### config.mk
export PLATFORM = sky130hd
export DESIGN_NAME = apb_to_axil_bridge
export DESIGN_NICKNAME = d
export VERILOG_FILES = /design/src/rtl/apb_axil_pkg.sv /design/src/rtl/apb_to_axil_bridge.sv
export SDC_FILE = /design/constraint.sdc
export NUM_CORES = 1
export LEC_CHECK = 0
export CAP_MARGIN = 20
export CORE_UTILIZATION = 40
export CTS_CLUSTER_DIAMETER = 40
export DETAILED_ROUTE_END_ITERATION = 8
export GPL_TIMING_DRIVEN = 0
export PLACE_DENSITY_LB_ADDON = 0.05
export RECOVER_POWER = 50
export SKIP_LAST_GASP = 1
export SYNTH_ARGS = -nofsm -noshare
export SYNTH_HDL_FRONTEND = slang
export SYNTH_SLANG_ARGS = --single-unit
### constraint.sdc
create_clock -name clk -period 3.3 [get_ports clk]
set_input_delay 0.33 -clock clk [delete_from_list [all_inputs] [get_ports clk]]
set_output_delay 0.33 -clock clk [all_outputs]
set_load 0.01 [all_outputs]
### src/rtl/apb_axil_pkg.sv
// Shared types and constants for the APB4-to-AXI4-Lite bridge.
// Holds the FSM state encoding, the AXI response codes and the error-mapping helper.
package apb_axil_pkg;

  typedef enum logic [2:0] {
    IDLE    = 3'd0,
    WR_REQ  = 3'd1,
    WR_RESP = 3'd2,
    RD_REQ  = 3'd3,
    RD_RESP = 3'd4,
    DONE    = 3'd5
  } bridge_state_t;

  localparam logic [1:0] RESP_OKAY   = 2'b00;
  localparam logic [1:0] RESP_EXOKAY = 2'b01;
  localparam logic [1:0] RESP_SLVERR = 2'b10;
  localparam logic [1:0] RESP_DECERR = 2'b11;

  // SLVERR and DECERR both carry bit 1 set; OKAY and EXOKAY do not.
  function automatic logic resp_is_err(input logic [1:0] resp);
    return resp[1];
  endfunction

endpackage

### src/rtl/apb_to_axil_bridge.sv
// APB4 completer to AXI4-Lite manager bridge with a single outstanding transfer.
// The APB transfer is held in wait states until the AXI response returns.
module apb_to_axil_bridge
  import apb_axil_pkg::*;
#(
  parameter int dataWidth = 32,
  parameter int addrWidth = 32
) (
  input  logic                     clk,
  input  logic                     rst,
  // APB completer
  input  logic                     psel,
  input  logic                     penable,
  input  logic                     pwrite,
  input  logic [addrWidth-1:0]     paddr,
  input  logic [dataWidth-1:0]     pwdata,
  input  logic [dataWidth/8-1:0]   pstrb,
  input  logic [2:0]               pprot,
  output logic [dataWidth-1:0]     prdata,
  output logic                     pready,
  output logic                     pslverr,
  // AXI4-Lite write channels
  output logic                     awvalid,
  input  logic                     awready,
  output logic [addrWidth-1:0]     awaddr,
  output logic [2:0]               awprot,
  output logic                     wvalid,
  input  logic                     wready,
  output logic [dataWidth-1:0]     wdata,
  output logic [dataWidth/8-1:0]   wstrb,
  input  logic                     bvalid,
  output logic                     bready,
  input  logic [1:0]               bresp,
  // AXI4-Lite read channels
  output logic                     arvalid,
  input  logic                     arready,
  output logic [addrWidth-1:0]     araddr,
  output logic [2:0]               arprot,
  input  logic                     rvalid,
  output logic                     rready,
  input  logic [dataWidth-1:0]     rdata,
  input  logic [1:0]               rresp,
  // FSM state for observation
  output logic [2:0]               dbg_state
);

  // Handshake rule on every AXI channel: a transfer happens on a rising edge where
  // valid & ready are both high; a raised valid and its payload hold until then.

  bridge_state_t              r_state;
  bridge_state_t              w_next;

  logic [addrWidth-1:0]       r_paddr;
  logic [dataWidth-1:0]       r_pwdata;
  logic [dataWidth/8-1:0]     r_pstrb;
  logic [2:0]                 r_pprot;
  logic                       r_aw_done;
  logic                       r_w_done;
  logic                       r_pslverr;
  logic [dataWidth-1:0]       r_prdata;

  logic                       w_setup;
  logic                       w_aw_hs;
  logic                       w_w_hs;

  assign w_setup = psel & ~penable;
  assign w_aw_hs = awvalid & awready;
  assign w_w_hs  = wvalid & wready;

  // State register
  always_ff @(posedge clk) begin
    if (rst) r_state <= IDLE;
    else     r_state <= w_next;
  end

  // Next-state logic
  always_comb begin
    w_next = r_state;
    case (r_state)
      IDLE:    if (w_setup) w_next = pwrite ? WR_REQ : RD_REQ;
      // A handshake completing this cycle counts as done.
      WR_REQ:  if ((r_aw_done | w_aw_hs) & (r_w_done | w_w_hs)) w_next = WR_RESP;
      WR_RESP: if (bvalid) w_next = DONE;
      RD_REQ:  if (arready) w_next = RD_RESP;
      RD_RESP: if (rvalid) w_next = DONE;
      DONE:    w_next = IDLE;
      default: w_next = IDLE;
    endcase
  end

  // Output decode
  always_comb begin
    awvalid = 1'b0;
    wvalid  = 1'b0;
    bready  = 1'b0;
    arvalid = 1'b0;
    rready  = 1'b0;
    pready  = 1'b0;
    pslverr = 1'b0;
    case (r_state)
      WR_REQ: begin
        awvalid = ~r_aw_done;
        wvalid  = ~r_w_done;
      end
      WR_RESP: bready  = 1'b1;
      RD_REQ:  arvalid = 1'b1;
      RD_RESP: rready  = 1'b1;
      DONE: begin
        pready  = 1'b1;
        pslverr = r_pslverr;
      end
      default: ;
    endcase
  end

  // Request capture, per-channel completion flags and response capture
  always_ff @(posedge clk) begin
    if (rst) begin
      r_paddr   <= '0;
      r_pwdata  <= '0;
      r_pstrb   <= '0;
      r_pprot   <= '0;
      r_aw_done <= 1'b0;
      r_w_done  <= 1'b0;
      r_pslverr <= 1'b0;
      r_prdata  <= '0;
    end else begin
      case (r_state)
        IDLE: begin
          if (w_setup) begin
            r_paddr  <= paddr;
            r_pwdata <= pwdata;
            r_pstrb  <= pstrb;
            r_pprot  <= pprot;
          end
        end
        WR_REQ: begin
          if (w_aw_hs) r_aw_done <= 1'b1;
          if (w_w_hs)  r_w_done  <= 1'b1;
        end
        WR_RESP: if (bvalid) r_pslverr <= resp_is_err(bresp);
        RD_RESP: begin
          if (rvalid) begin
            r_prdata  <= rdata;
            r_pslverr <= resp_is_err(rresp);
          end
        end
        DONE: begin
          r_aw_done <= 1'b0;
          r_w_done  <= 1'b0;
        end
        default: ;
      endcase
    end
  end

  assign awaddr    = r_paddr;
  assign awprot    = r_pprot;
  assign wdata     = r_pwdata;
  assign wstrb     = r_pstrb;
  assign araddr    = r_paddr;
  assign arprot    = r_pprot;
  assign prdata    = r_prdata;
  assign dbg_state = r_state;

endmodule

==> results of run 1 <==
layout make-up:
| cell class | instances | area (um^2) |
|---|---|---|
| tap | 136 | 170.2 |
| buffer | 71 | 489.2 |
| inverter | 2 | 7.507 |
| sequential | 109 | 2182 |
| clock buffer | 11 | 131.4 |
| multi-input combinational | 353 | 1564 |
| clock inverter | 5 | 37.54 |
| timing repair buffer | 262 | 2623 |
| fill | 880 | 3119 |
layout by cell type, fill, tap and decap left out, types with 2 or more instances in the layout:
| cell | instances |
|---|---|
| a21oi_1 | 108 |
| buf_2 | 4 |
| buf_4 | 36 |
| buf_6 | 11 |
| clkbuf_1 | 22 |
| clkbuf_8 | 9 |
| clkdlybuf4s50_1 | 165 |
| clkinv_4 | 2 |
| clkinvlp_4 | 2 |
| dfxtp_1 | 109 |
| dlygate4sd3_1 | 97 |
| mux2i_1 | 2 |
| nand2_1 | 213 |
| nand2b_1 | 2 |
| nand3b_1 | 3 |
| nor2_1 | 7 |
| nor3_1 | 2 |
| nor3b_1 | 3 |
| o22ai_1 | 2 |
registers in the layout, summed over array words and instances, names as in the netlist:
register   flops
araddr        32
arprot         3
dbg_state      3
prdata        32
r_pslverr      1
wstrb          4
r_aw_done      1
r_w_done       1
wdata         32
power groups by stage:
stage / Clock [mW] / Sequential [mW] / Combinational, mW
2_1_floorplan: 0 / 1.64 / 0.600
3_3_place_gp: 0 / 1.58 / 1.31
3_5_place_dp: 0 / 1.59 / 1.34
4_1_cts: 0.743 / 1.56 / 1.34
5_1_grt: 0.796 / 1.57 / 1.40
6_report: 0.727 / 1.55 / 1.29
synth_stat cells, types with 2 or more instances:
master,n
nand2b_1,2
mux2i_1,2
o22ai_1,2
nand2_1,213
nor3_1,2
buf_2,5
nor2_1,7
clkbuf_1,19
buf_6,11
and2_1,2
dfxtp_1,109
nor3b_1,3
buf_4,36
nand3b_1,3
a21oi_1,108
routing by layer:
layer | vias to the layer above | global-route usage, %
li1 | 2233 | -
met1 | 2005 | 26.28
met2 | 151 | 43.09
met3 | 11 | 6.737
met4 | 0 | 6.338
met5 | - | 0
worst min-delay path by stage:
stage | start | end | slack [ps] | cells past startpoint
3_5_place_dp | prdata[10]$_SDFFE_PP0P_ | prdata[10]$_SDFFE_PP0P_ | 450 | 2
3_3_place_gp | wstrb[1]$_SDFFE_PP0P_ | wstrb[1]$_SDFFE_PP0P_ | 440 | 2
4_1_cts | wdata[12]$_SDFFE_PP0P_ | wdata[12]$_SDFFE_PP0P_ | 460 | 2
6_report | prdata[6]$_SDFFE_PP0P_ | prdata[6]$_SDFFE_PP0P_ | 450 | 2
5_1_grt | rdata[5] | prdata[5]$_SDFFE_PP0P_ | 470 | 3
2_1_floorplan | rdata[0] | prdata[0]$_SDFFE_PP0P_ | 470 | 2
critical path, cell delays in order (launching register included):
cell,delay (ps)
dfxtp_1,390
buf_6,160
inv_1,90
nor2_1,190
and2_0,230
clkdlybuf4s50_1,580
through the flow:
step,std cells,area (um^2),worst slack (ps)
after CTS,949,7206,981.6
final,949,7204,974.3
after global placement,933,7037,1199
after detailed placement,933,7037,1125
after global routing,949,7204,796.5
after floorplan,535,4244,1913
cell families (layout without fill, tap and decap cells):
logic type | count (synthesis) | in the layout
AO/OA/AOI/OAI | 114 | 114
AND/OR/NAND/NOR | 237 | 237
multiplexers | 2 | 2
buffers and inverters | 73 | 351
flip-flops | 109 | 109
==> metrics, run 1 <==
Startpoint Class=flop; CTS buffer count=9; Mapped Area=4244 um^2; clock root buffer=clkbuf_8; Post-Route Utilization=69.79%; met3 wire length=approximately 990 um; CP endpoint=pready; #FFs+latches synth=109; Fin. Hold Viols=0; multiplexer share of the synthesized area=less than 1%; highest routing layer actually used=met4; # nets final=approximately 900; sequential share of the synthesized area=51.42%; vias=4400; DR pass1 iterations=5; Setup Buffers After CTS=0; via/cell ratio=4.636; Yosys top cell area share=51.42%; clock net sink count=approximately 110; Synth area leaders=dfxtp_1 51%, nand2_1 19%, a21oi_1 13%; main combinational cell family by area after synthesis=simple AND/OR/NAND/NOR gates; Synth area leader=dfxtp_1; post-cts resize count=0; final setup TNS=0 ps; Least-Margin Pin Slew=759.4 ps; DRC=0; layout overhead on the synthesized area=69.75%; reg2reg path depth=6; ys flop type=dfxtp_1; Hold Buf Count CTS=0; Period Utilization, post-route=70.48%; clk_skew=12.59 ps; vias in the first global route=between 4000 and 5000; H-tree levels=3; total wire length=13.16 mm; async set or reset register ratio after synthesis=0%; static leakage=2.909 nW; Syn. warnings=0; critical path capture point type=output pin; Initial Utilization=41.11%; RSZ-0062 raised after global routing=no; row count=37; Worst-Skew Late Latency=370 ps; Compound-Gate Fraction of Synth Area=13.89%; Distinct cells, synth=26; layout cells sized above 1=approximately 8.5%; area share of fa/ha/maj cells after synthesis=0%; relative slew slack=48.99%; CP startpoint=dbg_state[0]$_SDFFE_PP0P_; RR Endpoint=arprot[0]$_SDFFE_PP0P_; clock share of power=between 20% and 30%; Hold WS=~450 ps; wire per inst=13.86 um; cell count after synthesis=roughly 540; max-slew violations=0; M1 wire length=5.350 mm; arrival time at the worst endpoint=2000 ps; post-route minimum period=2326 ps; pwr/cell area=between 400 and 500 nW/um^2; post-route ant nets=0; Overall Power=about 3.6 mW; hpwl dp=~10 mm; Die Height=105.0 um; PortBufs=roughly 260; largest net degree at the start of global routing=18; Simple-Gate Fraction of Synth Area=22.49%; global-route wire length before repair=between 20 and 25 mm; Total GRT Usage=a little under a quarter; R2R setup slack=1590 ps; combinational fraction of design power=36.1%; maximum clock insertion buffer count=2; r2r startpoint=dbg_state[0]$_SDFFE_PP0P_; initial antenna violation count=0; io pins=between 200 and 300; kind of critical path=reg2out; core area=10320 um^2; switching share of power=32.14%; CTS tree=yes; 1st-iter DRT viols=~150; chip width=105.0 um; post-synthesis xor/xnor area fraction=0%; Synthesized Nets=652; Setup-failing EPs final=0; RD Place Congestion=0.7810; diode count=0; max_cap viols=0; Req. time, crit path=2970 ps; die footprint=11030 um^2; met2 wire length=about 6.7 mm; gr ovfl total=0; Clk pin slew, worst setup/hold paths=90 ps; crit-path max FO=10; power share of the sequential group=43.5%; outcome=finished clean; peak supply drop=about 250 uV; Sw Pwr=1.148 mW; Pint=2.423 mW; highest clock rate=0.4300 GHz; EDFF count, synth=0; Hold Path Class=reg2reg; mean post-synth cell area=7.933 um^2
Power figures use the tool's default switching activity.
==> inputs of run 2 (changes only) <==
Settings changed: CORE_UTILIZATION 40 to 33.
Clock period 3.3 ns to 2.05 ns, I/O delays scaled along.
==> run 2 against run 1 <==
  * Clock skew fell by 5.0 ps
  * Worst hold slack got worse by 50 ps
  * Register-to-register slack got worse by 1200 ps
  * First-iteration DRC count rose by 24%
  * Sequential cell count did not move
  * Worst setup slack got worse by 920 ps
  * Clock power rose by 140%
  * Global-route usage fell by 3.9 points
  * Clock-buffer cell count fell by 2
  * Final area rose by 2.6%
==> metrics, run 2 (synthesis results as in run 1) <==
vias=4384 (was 4400); layout overhead on the synthesized area=74.09% (was 69.75%); Setup-failing EPs final=0 (unchanged); Worst-Skew Late Latency=340 ps (was 370 ps); crit-path max FO=6 (was 10); Total GRT Usage=19.56% (was 23.46%); Die Height=115.4 um (was 105.0 um); Period Utilization, post-route=97.34%; commonest cells after routing, fill and taps aside=213 x nand2_1, 149 x clkdlybuf4s50_1, 109 x dlygate4sd3_1 (was 213 x nand2_1, 165 x clkdlybuf4s50_1, 109 x dfxtp_1); arrival time at the worst endpoint=1790 ps (was 2000 ps); RSZ-0062 raised after global routing=yes (was no); Fin. Hold Viols=0 (unchanged); max-slew violations=0 (unchanged); io pins=265 (unchanged); chip width=115.4 um (was 105.0 um); relative slew slack=51.64% (was 48.99%); Startpoint Class=flop (unchanged); pwr/cell area=854.2 nW/um^2 (was 495.7 nW/um^2); gr ovfl total=0 (unchanged); layout cells sized above 1=8.979% (was 8.487%); initial antenna violation count=0 (unchanged); 1st-iter DRT viols=180 (was 145); kind of critical path=reg2out (unchanged); reg2reg path depth=6 (unchanged); clk_skew=7.600 ps (was 12.59 ps); clock net sink count=109 (unchanged); RR Endpoint=wdata[30]$_SDFFE_PP0P_ (was arprot[0]$_SDFFE_PP0P_); CTS tree=yes (unchanged); Post-Route Utilization=58.79% (was 69.79%); Hold Path Class=in2reg (was reg2reg); Fill cells=1190 (was 880); CP startpoint=dbg_state[2]$_SDFFE_PP0P_ (was dbg_state[0]$_SDFFE_PP0P_); Req. time, crit path=1850 ps (was 2970 ps); die footprint=13320 um^2 (was 11030 um^2); Least-Margin Pin Slew=720.0 ps (was 759.4 ps); DRC=0 (unchanged); # nets final=925 (unchanged); Clk pin slew, worst setup/hold paths=80 ps (was 90 ps); static leakage=3.055 nW (was 2.909 nW); CTS buffer count=9 (unchanged); peak supply drop=431.6 uV (was 250.7 uV); RD Place Congestion=0.7249 (was 0.7810); vias in the first global route=4100 (was 4216); post-route minimum period=1995 ps; clock root buffer=clkbuf_16 (was clkbuf_8); most common cell after layout, fill and taps aside=nand2_1 (unchanged); critical path capture point type=output pin (unchanged); row count=41 (was 37); core area=12570 um^2 (was 10320 um^2); dpl ws=62.21 ps (was 1125 ps); CP endpoint=wvalid (was pready); global-route wire length before repair=20.27 mm (was 20.63 mm); outcome=finished clean (unchanged); Initial Utilization=33.77% (was 41.11%); total wire length=13.03 mm (was 13.16 mm); H-tree levels=3 (unchanged); Hold Buf Count CTS=0 (unchanged); wire per inst=13.22 um (was 13.86 um); PortBufs=262 (unchanged); R2R setup slack=350 ps (was 1590 ps); r2r startpoint=dbg_state[0]$_SDFFE_PP0P_ (unchanged); via/cell ratio=4.446 (was 4.636); post-route ant nets=0 (unchanged); Setup WS post-layout=54.57 ps (was 974.3 ps); DR pass1 iterations=4 (was 5); highest clock rate=0.5011 GHz; maximum clock insertion buffer count=2 (unchanged); hpwl dp=10.13 mm (was 10.32 mm); largest net degree at the start of global routing=19 (was 18); max_cap viols=0 (unchanged)
==> run 2: timing repair <==
action | CTS | global route
setup buffers | 0 | 0
endpoints found under the setup margin | 3 | 4
gates cloned | 0 | 0
endpoints found under the hold margin | 0 | 0
gates resized for setup | 4 | 2
==> run 2: final cells by class <==
class / count / area (um^2) / share of cell area, %
timing repair buffer: 262 / 2625 / 35.53
sequential: 109 / 2183 / 29.55
multi-input combinational: 353 / 1564 / 21.17
buffer: 71 / 490.5 / 6.638
clock buffer: 9 / 225.2 / 3.048
tap: 172 / 215.2 / 2.913
clock inverter: 7 / 75.07 / 1.016
inverter: 2 / 7.507 / 0.1016
antenna: 1 / 2.502 / 0.03387
==> run 2: worst max-delay path, stage by stage (launching register included) <==
cell	delay, ps
dfxtp_1	380
nor2_1	260
nand2_1	120
nor2_1	110
clkdlybuf4s50_1	580
==> run 2: power by group <==
part | switching [mW] | total [mW] | internal [mW]
logic | 0.961 | 2.06 | 1.10
clock network | 0.800 | 1.75 | 0.952
registers | 0.154 | 2.50 | 2.35
==> run 2: worst min-delay path by stage <==
stage	start	cells after the start	to	slack, ps
after global placement	wdata[0]$_SDFFE_PP0P_	2	wdata[0]$_SDFFE_PP0P_	440
final	rdata[15]	3	prdata[15]$_SDFFE_PP0P_	400
after global routing	pwdata[10]	3	wdata[10]$_SDFFE_PP0P_	400
after CTS	rdata[18]	3	prdata[18]$_SDFFE_PP0P_	390
after detailed placement	wdata[25]$_SDFFE_PP0P_	2	wdata[25]$_SDFFE_PP0P_	450
after floorplan	rdata[0]	2	prdata[0]$_SDFFE_PP0P_	340
==> run 2: metal layers <==
layer / track usage [%] / wire (um)
met1: 22.63 / 5357
met2: 32.81 / 6163
met3: 7.327 / 1211
met4: 7.359 / 301
met5: 0 / 0
==> run 2: metrics by stage <==
| stage | power, mW | setup TNS [ps] | hold WS (ps) | instance area [um^2] | std cells |
|---|---|---|---|---|---|
| final | 6.311 | 0 | 403.3 | 7388 | 986 |
| after global routing | 6.680 | -89.38 | 395.7 | 7386 | 985 |
| after CTS | 6.481 | 0 | 391.6 | 7383 | 985 |
| after detailed placement | 4.709 | 0 | 445.7 | 7082 | 969 |
| after global placement | 4.668 | 0 | 442.2 | 7082 | 969 |
| after floorplan | 3.602 | 0 | 341.0 | 4244 | 535 |
